===== config.mk =====
export PLATFORM = sky130hd
export DESIGN_NAME = iir_seq_ctrl_flat
export DESIGN_NICKNAME = d
export VERILOG_FILES = /design/src/rtl/iir_seq_ctrl_if.sv /design/src/rtl/iir_seq_ctrl.sv /design/src/flat_wrapper.sv
export SDC_FILE = /design/constraint.sdc
export NUM_CORES = 2
export LEC_CHECK = 0
export CAP_MARGIN = 10
export CORE_UTILIZATION = 65
export DETAILED_ROUTE_END_ITERATION = 8
export PLACE_DENSITY = 0.88
export SLEW_MARGIN = 5
export SYNTH_ARGS = -nofsm -noshare
export SYNTH_HDL_FRONTEND = slang
export SYNTH_SLANG_ARGS = --single-unit

===== constraint.sdc =====
create_clock -name clk -period 3.36 [get_ports clk]
set_clock_uncertainty 0.1 [all_clocks]
set_input_delay 0.672 -clock clk [delete_from_list [all_inputs] [get_ports clk]]
set_output_delay 0.672 -clock clk [all_outputs]
set_load 0.01 [all_outputs]

===== src/rtl/iir_seq_ctrl_if.sv =====
// Handshake, coefficient-port and shared-arithmetic bundle for iir_seq_ctrl.
// The slave modport is the controller; the master modport is its environment.
interface iir_seq_ctrl_if #(
    parameter int W  = 32,
    parameter int AW = 4
);
    logic          in_valid;
    logic          in_ready;
    logic [W-1:0]  x_float;
    logic [W-1:0]  y_float;
    logic          out_valid;
    logic          out_ready;
    logic          coef_we;
    logic [AW-1:0] coef_addr;
    logic [W-1:0]  coef_data;
    logic          cfg_err;
    logic [W-1:0]  mul_a;
    logic [W-1:0]  mul_b;
    logic [W-1:0]  mul_p;
    logic [W-1:0]  add_a;
    logic [W-1:0]  add_b;
    logic [W-1:0]  add_s;

    modport master (
        output in_valid, x_float, out_ready, coef_we, coef_addr, coef_data, mul_p, add_s,
        input  in_ready, y_float, out_valid, cfg_err, mul_a, mul_b, add_a, add_b
    );

    modport slave (
        input  in_valid, x_float, out_ready, coef_we, coef_addr, coef_data, mul_p, add_s,
        output in_ready, y_float, out_valid, cfg_err, mul_a, mul_b, add_a, add_b
    );
endinterface


===== src/rtl/iir_seq_ctrl.sv =====
// Serial IIR controller: one tap per cycle through an external float multiplier/adder.
// Optional IIR_NAN_GUARD_EN: zero Inf/NaN results, clear y history on them, sticky nan_flag.
module iir_seq_ctrl #(
    parameter int MAN = 23,
    parameter int EXP = 8,
    parameter int NB  = 8,
    parameter int NA  = 8
) (
    input  logic clk,
    input  logic rst_n,
    input  logic flush,
    output logic busy,
`ifdef IIR_NAN_GUARD_EN
    output logic nan_flag,
`endif
    iir_seq_ctrl_if.slave bus
);
    localparam int W  = MAN + EXP + 1;
    localparam int NT = NB + NA;
    localparam int KW = $clog2(NT);
    localparam int XW = $clog2(NB);
    localparam int YW = $clog2(NA);
    localparam logic [W-1:0] SIGN_BIT = {1'b1, {(W-1){1'b0}}};

    typedef enum logic [1:0] {S_IDLE, S_MAC, S_OUT} state_t;

    state_t         state_reg;
    logic [KW-1:0]  k_reg;
    logic [W-1:0]   acc_reg;
    logic [W-1:0]   y_reg;
    logic           in_ready_reg;
    logic           out_valid_reg;
    logic           busy_reg;
    logic           cfg_err_reg;
    logic [W-1:0]   coef_reg [NT];
    logic [W-1:0]   xh_reg   [NB];
    logic [W-1:0]   yh_reg   [NA];   // yh_reg[j] holds y[n-1-j]
`ifdef IIR_NAN_GUARD_EN
    logic           nan_reg;
    assign nan_flag = nan_reg;
`endif

    logic [XW-1:0]  x_idx;
    logic [YW-1:0]  y_idx;
    logic           last_tap;

    assign x_idx    = XW'(k_reg);
    assign y_idx    = YW'(k_reg - KW'(NB));
    assign last_tap = (k_reg == KW'(NT - 1));

    // Feedback taps use the negated coefficient so the adder always accumulates.
    always_comb begin
        bus.mul_a = '0;
        bus.mul_b = '0;
        bus.add_a = '0;
        bus.add_b = '0;
        if (state_reg == S_MAC) begin
            if (k_reg < KW'(NB)) begin
                bus.mul_a = coef_reg[k_reg];
                bus.mul_b = xh_reg[x_idx];
            end else begin
                bus.mul_a = coef_reg[k_reg] ^ SIGN_BIT;
                bus.mul_b = yh_reg[y_idx];
            end
            bus.add_a = acc_reg;
            bus.add_b = bus.mul_p;
        end
    end

    assign bus.in_ready  = in_ready_reg;
    assign bus.out_valid = out_valid_reg;
    assign bus.y_float   = y_reg;
    assign bus.cfg_err   = cfg_err_reg;
    assign busy          = busy_reg;

    always_ff @(posedge clk or negedge rst_n) begin
        if (!rst_n) begin
            state_reg     <= S_IDLE;
            k_reg         <= '0;
            acc_reg       <= '0;
            y_reg         <= '0;
            in_ready_reg  <= 1'b1;
            out_valid_reg <= 1'b0;
            busy_reg      <= 1'b0;
            cfg_err_reg   <= 1'b0;
            for (int i = 0; i < NT; i++) coef_reg[i] <= '0;
            for (int i = 0; i < NB; i++) xh_reg[i] <= '0;
            for (int i = 0; i < NA; i++) yh_reg[i] <= '0;
`ifdef IIR_NAN_GUARD_EN
            nan_reg       <= 1'b0;
`endif
        end else begin
            cfg_err_reg <= 1'b0;
            if (bus.coef_we) begin
                if (state_reg == S_IDLE && int'(bus.coef_addr) < NT)
                    coef_reg[bus.coef_addr] <= bus.coef_data;
                else
                    cfg_err_reg <= 1'b1;
            end

            if (flush) begin
                state_reg     <= S_IDLE;
                k_reg         <= '0;
                acc_reg       <= '0;
                y_reg         <= '0;
                in_ready_reg  <= 1'b1;
                out_valid_reg <= 1'b0;
                busy_reg      <= 1'b0;
                for (int i = 0; i < NB; i++) xh_reg[i] <= '0;
                for (int i = 0; i < NA; i++) yh_reg[i] <= '0;
`ifdef IIR_NAN_GUARD_EN
                nan_reg       <= 1'b0;
`endif
            end else begin
                case (state_reg)
                    S_IDLE: begin
                        if (bus.in_valid) begin
                            for (int i = NB - 1; i > 0; i--) xh_reg[i] <= xh_reg[i-1];
                            xh_reg[0]    <= bus.x_float;
                            acc_reg      <= '0;
                            k_reg        <= '0;
                            state_reg    <= S_MAC;
                            in_ready_reg <= 1'b0;
                            busy_reg     <= 1'b1;
                        end
                    end
                    S_MAC: begin
                        acc_reg <= bus.add_s;
                        if (last_tap) begin
                            state_reg     <= S_OUT;
                            out_valid_reg <= 1'b1;
`ifdef IIR_NAN_GUARD_EN
                            if (&bus.add_s[W-2:MAN]) begin
                                y_reg   <= '0;
                                nan_reg <= 1'b1;
                            end else begin
                                y_reg   <= bus.add_s;
                            end
`else
                            y_reg         <= bus.add_s;
`endif
                        end else begin
                            k_reg <= k_reg + 1'b1;
                        end
                    end
                    S_OUT: begin
                        if (bus.out_ready) begin
`ifdef IIR_NAN_GUARD_EN
                            if (&acc_reg[W-2:MAN]) begin
                                for (int i = 0; i < NA; i++) yh_reg[i] <= '0;
                            end else begin
                                for (int i = NA - 1; i > 0; i--) yh_reg[i] <= yh_reg[i-1];
                                yh_reg[0] <= acc_reg;
                            end
`else
                            for (int i = NA - 1; i > 0; i--) yh_reg[i] <= yh_reg[i-1];
                            yh_reg[0] <= acc_reg;
`endif
                            state_reg     <= S_IDLE;
                            out_valid_reg <= 1'b0;
                            in_ready_reg  <= 1'b1;
                            busy_reg      <= 1'b0;
                            y_reg         <= '0;
                        end
                    end
                    default: state_reg <= S_IDLE;
                endcase
            end
        end
    end
endmodule


===== src/flat_wrapper.sv =====
// flat-port wrapper written by rule: the top's interface ports become plain ports
module iir_seq_ctrl_flat 
#(
    parameter int MAN = 23,
    parameter int EXP = 8,
    parameter int NB  = 8,
    parameter int NA  = 8
)
  (clk, rst_n, flush, busy, bus_in_valid, bus_x_float, bus_out_ready, bus_coef_we, bus_coef_addr, bus_coef_data, bus_mul_p, bus_add_s, bus_in_ready, bus_y_float, bus_out_valid, bus_cfg_err, bus_mul_a, bus_mul_b, bus_add_a, bus_add_b);
  iir_seq_ctrl_if #(.W((MAN + EXP + 1)), .AW(($clog2((NB + NA))))) bus_i ();
  input  logic clk;
  input  logic rst_n;
  input  logic flush;
  output logic busy;
  input wire logic [$bits(bus_i.in_valid)-1:0] bus_in_valid;
  input wire logic [$bits(bus_i.x_float)-1:0] bus_x_float;
  input wire logic [$bits(bus_i.out_ready)-1:0] bus_out_ready;
  input wire logic [$bits(bus_i.coef_we)-1:0] bus_coef_we;
  input wire logic [$bits(bus_i.coef_addr)-1:0] bus_coef_addr;
  input wire logic [$bits(bus_i.coef_data)-1:0] bus_coef_data;
  input wire logic [$bits(bus_i.mul_p)-1:0] bus_mul_p;
  input wire logic [$bits(bus_i.add_s)-1:0] bus_add_s;
  output wire logic [$bits(bus_i.in_ready)-1:0] bus_in_ready;
  output wire logic [$bits(bus_i.y_float)-1:0] bus_y_float;
  output wire logic [$bits(bus_i.out_valid)-1:0] bus_out_valid;
  output wire logic [$bits(bus_i.cfg_err)-1:0] bus_cfg_err;
  output wire logic [$bits(bus_i.mul_a)-1:0] bus_mul_a;
  output wire logic [$bits(bus_i.mul_b)-1:0] bus_mul_b;
  output wire logic [$bits(bus_i.add_a)-1:0] bus_add_a;
  output wire logic [$bits(bus_i.add_b)-1:0] bus_add_b;
  assign bus_i.in_valid = bus_in_valid;
  assign bus_i.x_float = bus_x_float;
  assign bus_i.out_ready = bus_out_ready;
  assign bus_i.coef_we = bus_coef_we;
  assign bus_i.coef_addr = bus_coef_addr;
  assign bus_i.coef_data = bus_coef_data;
  assign bus_i.mul_p = bus_mul_p;
  assign bus_i.add_s = bus_add_s;
  assign bus_in_ready = bus_i.in_ready;
  assign bus_y_float = bus_i.y_float;
  assign bus_out_valid = bus_i.out_valid;
  assign bus_cfg_err = bus_i.cfg_err;
  assign bus_mul_a = bus_i.mul_a;
  assign bus_mul_b = bus_i.mul_b;
  assign bus_add_a = bus_i.add_a;
  assign bus_add_b = bus_i.add_b;
  iir_seq_ctrl #(.MAN(MAN), .EXP(EXP), .NB(NB), .NA(NA)) u_core (.clk(clk), .rst_n(rst_n), .flush(flush), .busy(busy), .bus(bus_i));
endmodule

Word-level counts from Yosys, hierarchy flattened. Cells that the tools add are included.

Logic and storage cells: 130. Bits of input ports: 138. Output and inout port bits: 164. Flip-flop bits (word level): 1098.

Magnitude comparators: 6. $add $sub $neg: 2. Reductions and logical operators: 17. Bitwise gates (word level): 5. Multiplexer cells: 53. Eq/ne operators: 7.

Operator list (count): $mux W256 (6); $mux W32 (18); $bwmux W512 (1); $bmux W32 S3 (2); $bmux W32 S4 (1); $demux W32 S4 (1); $pmux W32 S2 (2); $mux W4 (3); $reduce_and A3 Y1 (4); $ge A5 B5 Y1 const B (2); $mux W1 (10); $not A4 Y5 (2); $ne A3 B3 Y1 const B (3); $reduce_bool A3 Y1 (3); $ge A4 B4 Y1 const B (2); $mux W2 (4); $not A3 Y4 (2); $pmux W4 S2 (1); $reduce_and A2 Y1 (4); $reduce_bool A2 Y1 (4); $pmux W1 S2 (3); $pmux W2 S3 (1); $lt A5 B1 Y1 const B (1); $add A4 B1 Y4 const B (1); 9 further kinds (9).

Longest topological paths before layout.
Depth in word-level cells: 7. Mapped depth: 8. Depth with buffers taken out: 5.

Worst setup path before layout. Ideal clock, no wire load.

Path kind: flip-flop to output port. From: register u_core.state_reg[1]. To: output port bus_mul_a[10]. Path buffers: 3. Setup slack: 1.042 ns. Data required time: 2.588 ns. Data arrival time: 1.546 ns. Stages on the path, launching flop included: 8. Cells stage by stage: dfrtp_1 buf_2 nor2b_1 nor2b_1 buf_2 buf_1 nand3_1 o21ai_0.

Cells in the longest elaborated chain, start to end: 2.

Ends and longest elaborated chain: from (decl) (line iir_seq_ctrl.sv:27) `state_t state_reg;`; from (signal assigned) (line iir_seq_ctrl.sv:78) `state_reg <= S_IDLE;`; from (signal assigned) (line iir_seq_ctrl.sv:102) `state_reg <= S_IDLE;`; from (signal assigned) (line iir_seq_ctrl.sv:122) `state_reg <= S_MAC;`; $eq A2 B1 Y1 (line iir_seq_ctrl.sv:57) `if (state_reg == S_MAC) begin`; $mux W32 (line iir_seq_ctrl.sv:57); to (decl) (line flat_wrapper.sv:27) `output wire logic [$bits(bus_i.mul_a)-1:0] bus_mul_a;`.

No other way between the ends.

Worst setup path in the final report.
From: register u_core.k_reg[0]. To: output port bus_mul_a[15].

Cells in the longest elaborated chain, start to end: 6.

Ends and longest elaborated chain: from (decl) (line iir_seq_ctrl.sv:28) `logic [KW-1:0] k_reg;`; from (signal assigned) (line iir_seq_ctrl.sv:143) `k_reg <= k_reg + 1'b1;`; $not A4 Y5 (not written as such) (line iir_seq_ctrl.sv:59, iir_seq_ctrl.sv:62); $bmux W32 S4 (line iir_seq_ctrl.sv:59, iir_seq_ctrl.sv:62); $mux W32 (not written as such) (2 in a row) (line iir_seq_ctrl.sv:59, iir_seq_ctrl.sv:62); $mux W32 (line iir_seq_ctrl.sv:58) `if (k_reg < KW'(NB)) begin`; $mux W32 (line iir_seq_ctrl.sv:57).

No other way between the ends. The select of a mux whose other input is x is not followed.

==> impl_metrics.csv <==
group,metric,value,unit
outcome,status,"finished with violations",
outcome,violations,"setup timing",
setup_path,rr_startpoint,"u_core.state_reg[1]",
global_routing,top_usage_layer,"met2",
logic_synthesis,synth_top_family_by_area,"multiplexers",
clock_tree,cts_tree,"yes",
placement,io_buffers,301,
global_routing,grt_pass1_wl,225,mm
min_path,hp-start,"u_core.yh_reg[5]",
drt,routed-via-count,38600,
logic_synthesis,synth-compound-area-share,12.8,%
logic_synthesis,avgSynthCellArea,12.1,um^2
layout,seq_area,27500,um^2
global_routing,use_met1,50.2,%
drt,drt_iter0_markers,4770,
clock_tree,clockBufferDepth,3,
layout,fin_nets,4599,
global_routing,grt_max_degree,160,
global_routing,grt_antenna_before_repair,5,
drt,dr.pass1.iters,9,
logic_synthesis,yosysWarnings,0,
placement,dp_hpwl,77.3,mm
clock_tree,clock_sinks,1098,
layout,post-route-cell-area,60800,um^2
job,drv_cap,0,
setup_path,r2r_end,"u_core.coef_reg[50]",
setup_path,cp.arrival,2.90,ns
pwr,peakVddDrop,0.511,mV
drt,totalWireLength,155,mm
floorplanning,chipWidth,281,um
setup_path,criticalPathCategory,"reg2out",
sta,max_freq,0.272,GHz
logic_synthesis,synth_edf_count,0,
logic_synthesis,yosys_most_used_dff,"dfrtp_1",
clock_tree,cts-htree-levels,3,
logic_synthesis,syn-num-nets,4305,
sta,rsz0062_at_grt,"yes",
drt,drtAntennaViolNets,0,
min_path,hold_end,"u_core.yh_reg[5]",
logic_synthesis,synth-simple-area-share,7.62,%
logic_synthesis,yosys.area.top_type,"dfrtp_1",
floorplanning,core_area,76300,um^2
logic_synthesis,ys_seq_area_share,54.5,%
drt,drc_errors,0,
sta,holdWs,0.390,ns
floorplanning,num_rows,101,
logic_synthesis,synthXorXnorAreaFrac,0,%
min_path,hold_depth,2,
sta,setup_violations,44,
setup_path,required,2.59,ns
sta,finalHoldViolCount,0,
layout,drive_gt1_share,24.1,%
logic_synthesis,synth_fa_ha_area_share,0.0248,%
layout,syn_to_final_growth,20.5,%
sta,finalCritPeriodShare,109,%
floorplanning,dieArea,78800,um^2
pwr,p_per_area,583,nW/um^2
clock_tree,cts-buffers-inserted,111,
setup_path,r2r_slack,0.35,ns
setup_path,crit_path_max_fanout,7,
global_routing,overflow,0,
placement,gp_congestion,0.810,
global_routing,grt_pass1_vias,38400,
logic_synthesis,synth-seq-cells,1098,
sta,finalCriticalPeriod,3.67,ns
logic_synthesis,syn_inst,4166,
layout,multi_input_area,21800,um^2
sta,drv_slew,0,
floorplanning,start_util,66.1,%
clock_tree,cts_root_buf,"clkbuf_16",
sta,fin_ws,-0.312,ns
placement,placement.cell_area,55400,um^2
layout,largest_reg_flops,512,
setup_path,r2r_cells,6,
clock_tree,insertion_delay,0.68,ns
global_routing,use_met3,8.65,%
floorplanning,io_pins,302,
logic_synthesis,async_flop_share,100,%
layout,fillers,3919,
logic_synthesis,synthDistinctLibCells,42,
pwr,leakagePower,26.2,nW
logic_synthesis,synthTopCellsByArea,"dfrtp_1 54%, mux2_2 10%, mux2i_1 10%",
min_path,hp-class,"reg2reg",
logic_synthesis,synth.top_cell.area_share,54.4,%
sta,worst_slew_pin_slew,0.746,ns
clock_tree,clk_pin_slew_worst_paths,0.06,ns
global_routing,groute.usage.overall,36.8,%
setup_path,cp-end-kind,"primary output",
drt,wl_per_cell,27.7,um
logic_synthesis,synth_area,50500,um^2
floorplanning,fp.dieH,281,um
drt,viasPerCell,6.90,
global_routing,met2_usage,55.9,%
sta,slew-limit-headroom,50.2,%
logic_synthesis,synth.area.mux_share,21.6,%
placement,dp_slack,0.0936,ns
setup_path,cp-start-kind,"flip-flop",
[cells in the mapped netlist, types with 2 or more instances]
cell / number
a21o_1: 2
a21oi_1: 2
a22o_1: 321
a22oi_1: 254
and2_1: 65
buf_1: 10
buf_2: 162
buf_4: 22
buf_6: 12
clkbuf_1: 166
dfrtp_1: 1097
mux2_1: 55
mux2_2: 457
mux2i_1: 512
nand2_1: 331
nand2b_1: 261
nand3_1: 66
nand3_2: 2
nor2_1: 8
nor2_2: 3
nor2b_1: 11
nor3_2: 2
o21ai_0: 298
o21ai_1: 27
o311ai_0: 2
o41ai_1: 2
[critical path, cell delays in order (launching register included)]
cell and delay [ns]:
dfrtp_4 0.51, buf_12 0.16, buf_12 0.15, buf_16 0.16, buf_16 0.15, mux2i_2 0.17, a22oi_2 0.39, nand3_1 0.22
o21ai_2 0.13, buf_2 0.17
[layer usage]
metal,part of all wire [%],vias up
met3,11,781
met5,0.020,-
li1,-,15700
met2,46,2734
met1,38,19400
met4,5.7,4
[cells in the final DEF (no fill, tap or decap), types with 46 or more instances in the layout]
cell type,instances
buf_4,127
nand3_1,65
and2_1,64
clkbuf_16,124
o21ai_0,242
dfrtp_1,1094
mux2_1,55
buf_12,60
buf_2,46
mux2_2,457
a22o_1,321
nand2b_1,261
nand2_1,308
o21ai_1,54
clkdlybuf4s50_1,235
a22oi_1,218
mux2i_1,489
[cells by family (layout without fill, tap and decap cells)]
kind of cell	count (synthesis)	after routing
adders and majority gates	1	1
buffers and inverters	373	762
and+or+nand+nor	756	756
other	0	4
muxes	1024	1024
AOI/OAI and AO/OA	914	914
DFF	1098	1098
[worst max-delay path by stage]
stage | startpoint | depth (start not counted) | end
6_report | u_core.k_reg[0] | 9 | bus_mul_a[15]
4_1_cts | u_core.k_reg[0] | 9 | bus_mul_a[1]
5_1_grt | u_core.k_reg[0] | 9 | bus_mul_a[15]
3_3_place_gp | u_core.k_reg[0] | 8 | bus_mul_a[16]
3_5_place_dp | u_core.k_reg[0] | 8 | bus_mul_a[16]
2_1_floorplan | u_core.state_reg[1] | 7 | bus_mul_a[10]
[report_power, final]
| group | internal [mW] | switching (mW) | total [mW] |
|---|---|---|---|
| Combinational | 2.91 | 2.94 | 5.84 |
| Sequential | 14.9 | 1.30 | 16.2 |
| Clock | 7.90 | 5.51 | 13.4 |
| Total | 25.7 | 9.75 | 35.5 |
[layout make-up]
cell class                      count  area share (%)
Antenna cell                        4          0.0165
Clock inverter                     50            1.23
Clock buffer                      158            5.22
Inverter                            1         0.00617
Tap cell                         1030            2.12
Sequential cell                  1098            45.2
Timing Repair Buffer              553            10.4
Multi-Input combinational cell   2695            35.8
[through the flow]
| step | power [mW] | instances | TNS (ns) | utilization, % |
|---|---|---|---|---|
| 2_1_floorplan | 19.1 | 4166 | 0 | - |
| 3_3_place_gp | 20.7 | 5301 | 0 | 72.5 |
| 3_5_place_dp | 21.1 | 5301 | 0 | 72.5 |
| 4_1_cts | 34.7 | 5540 | -1.51 | 78.6 |
| 5_1_grt | 36.4 | 5587 | -6.24 | 79.7 |
| 6_report | 35.5 | 5589 | -3.54 | 79.7 |
[repair_timing]
action,CTS,global route
setup endpoints to repair,68,59
pin swaps,73,95
resized for setup,389,96
hold buffers,1,0
gates cloned,14,13
hold endpoints to repair,24,0
setup buffers,16,35
(Power assumes the default switching activity.)
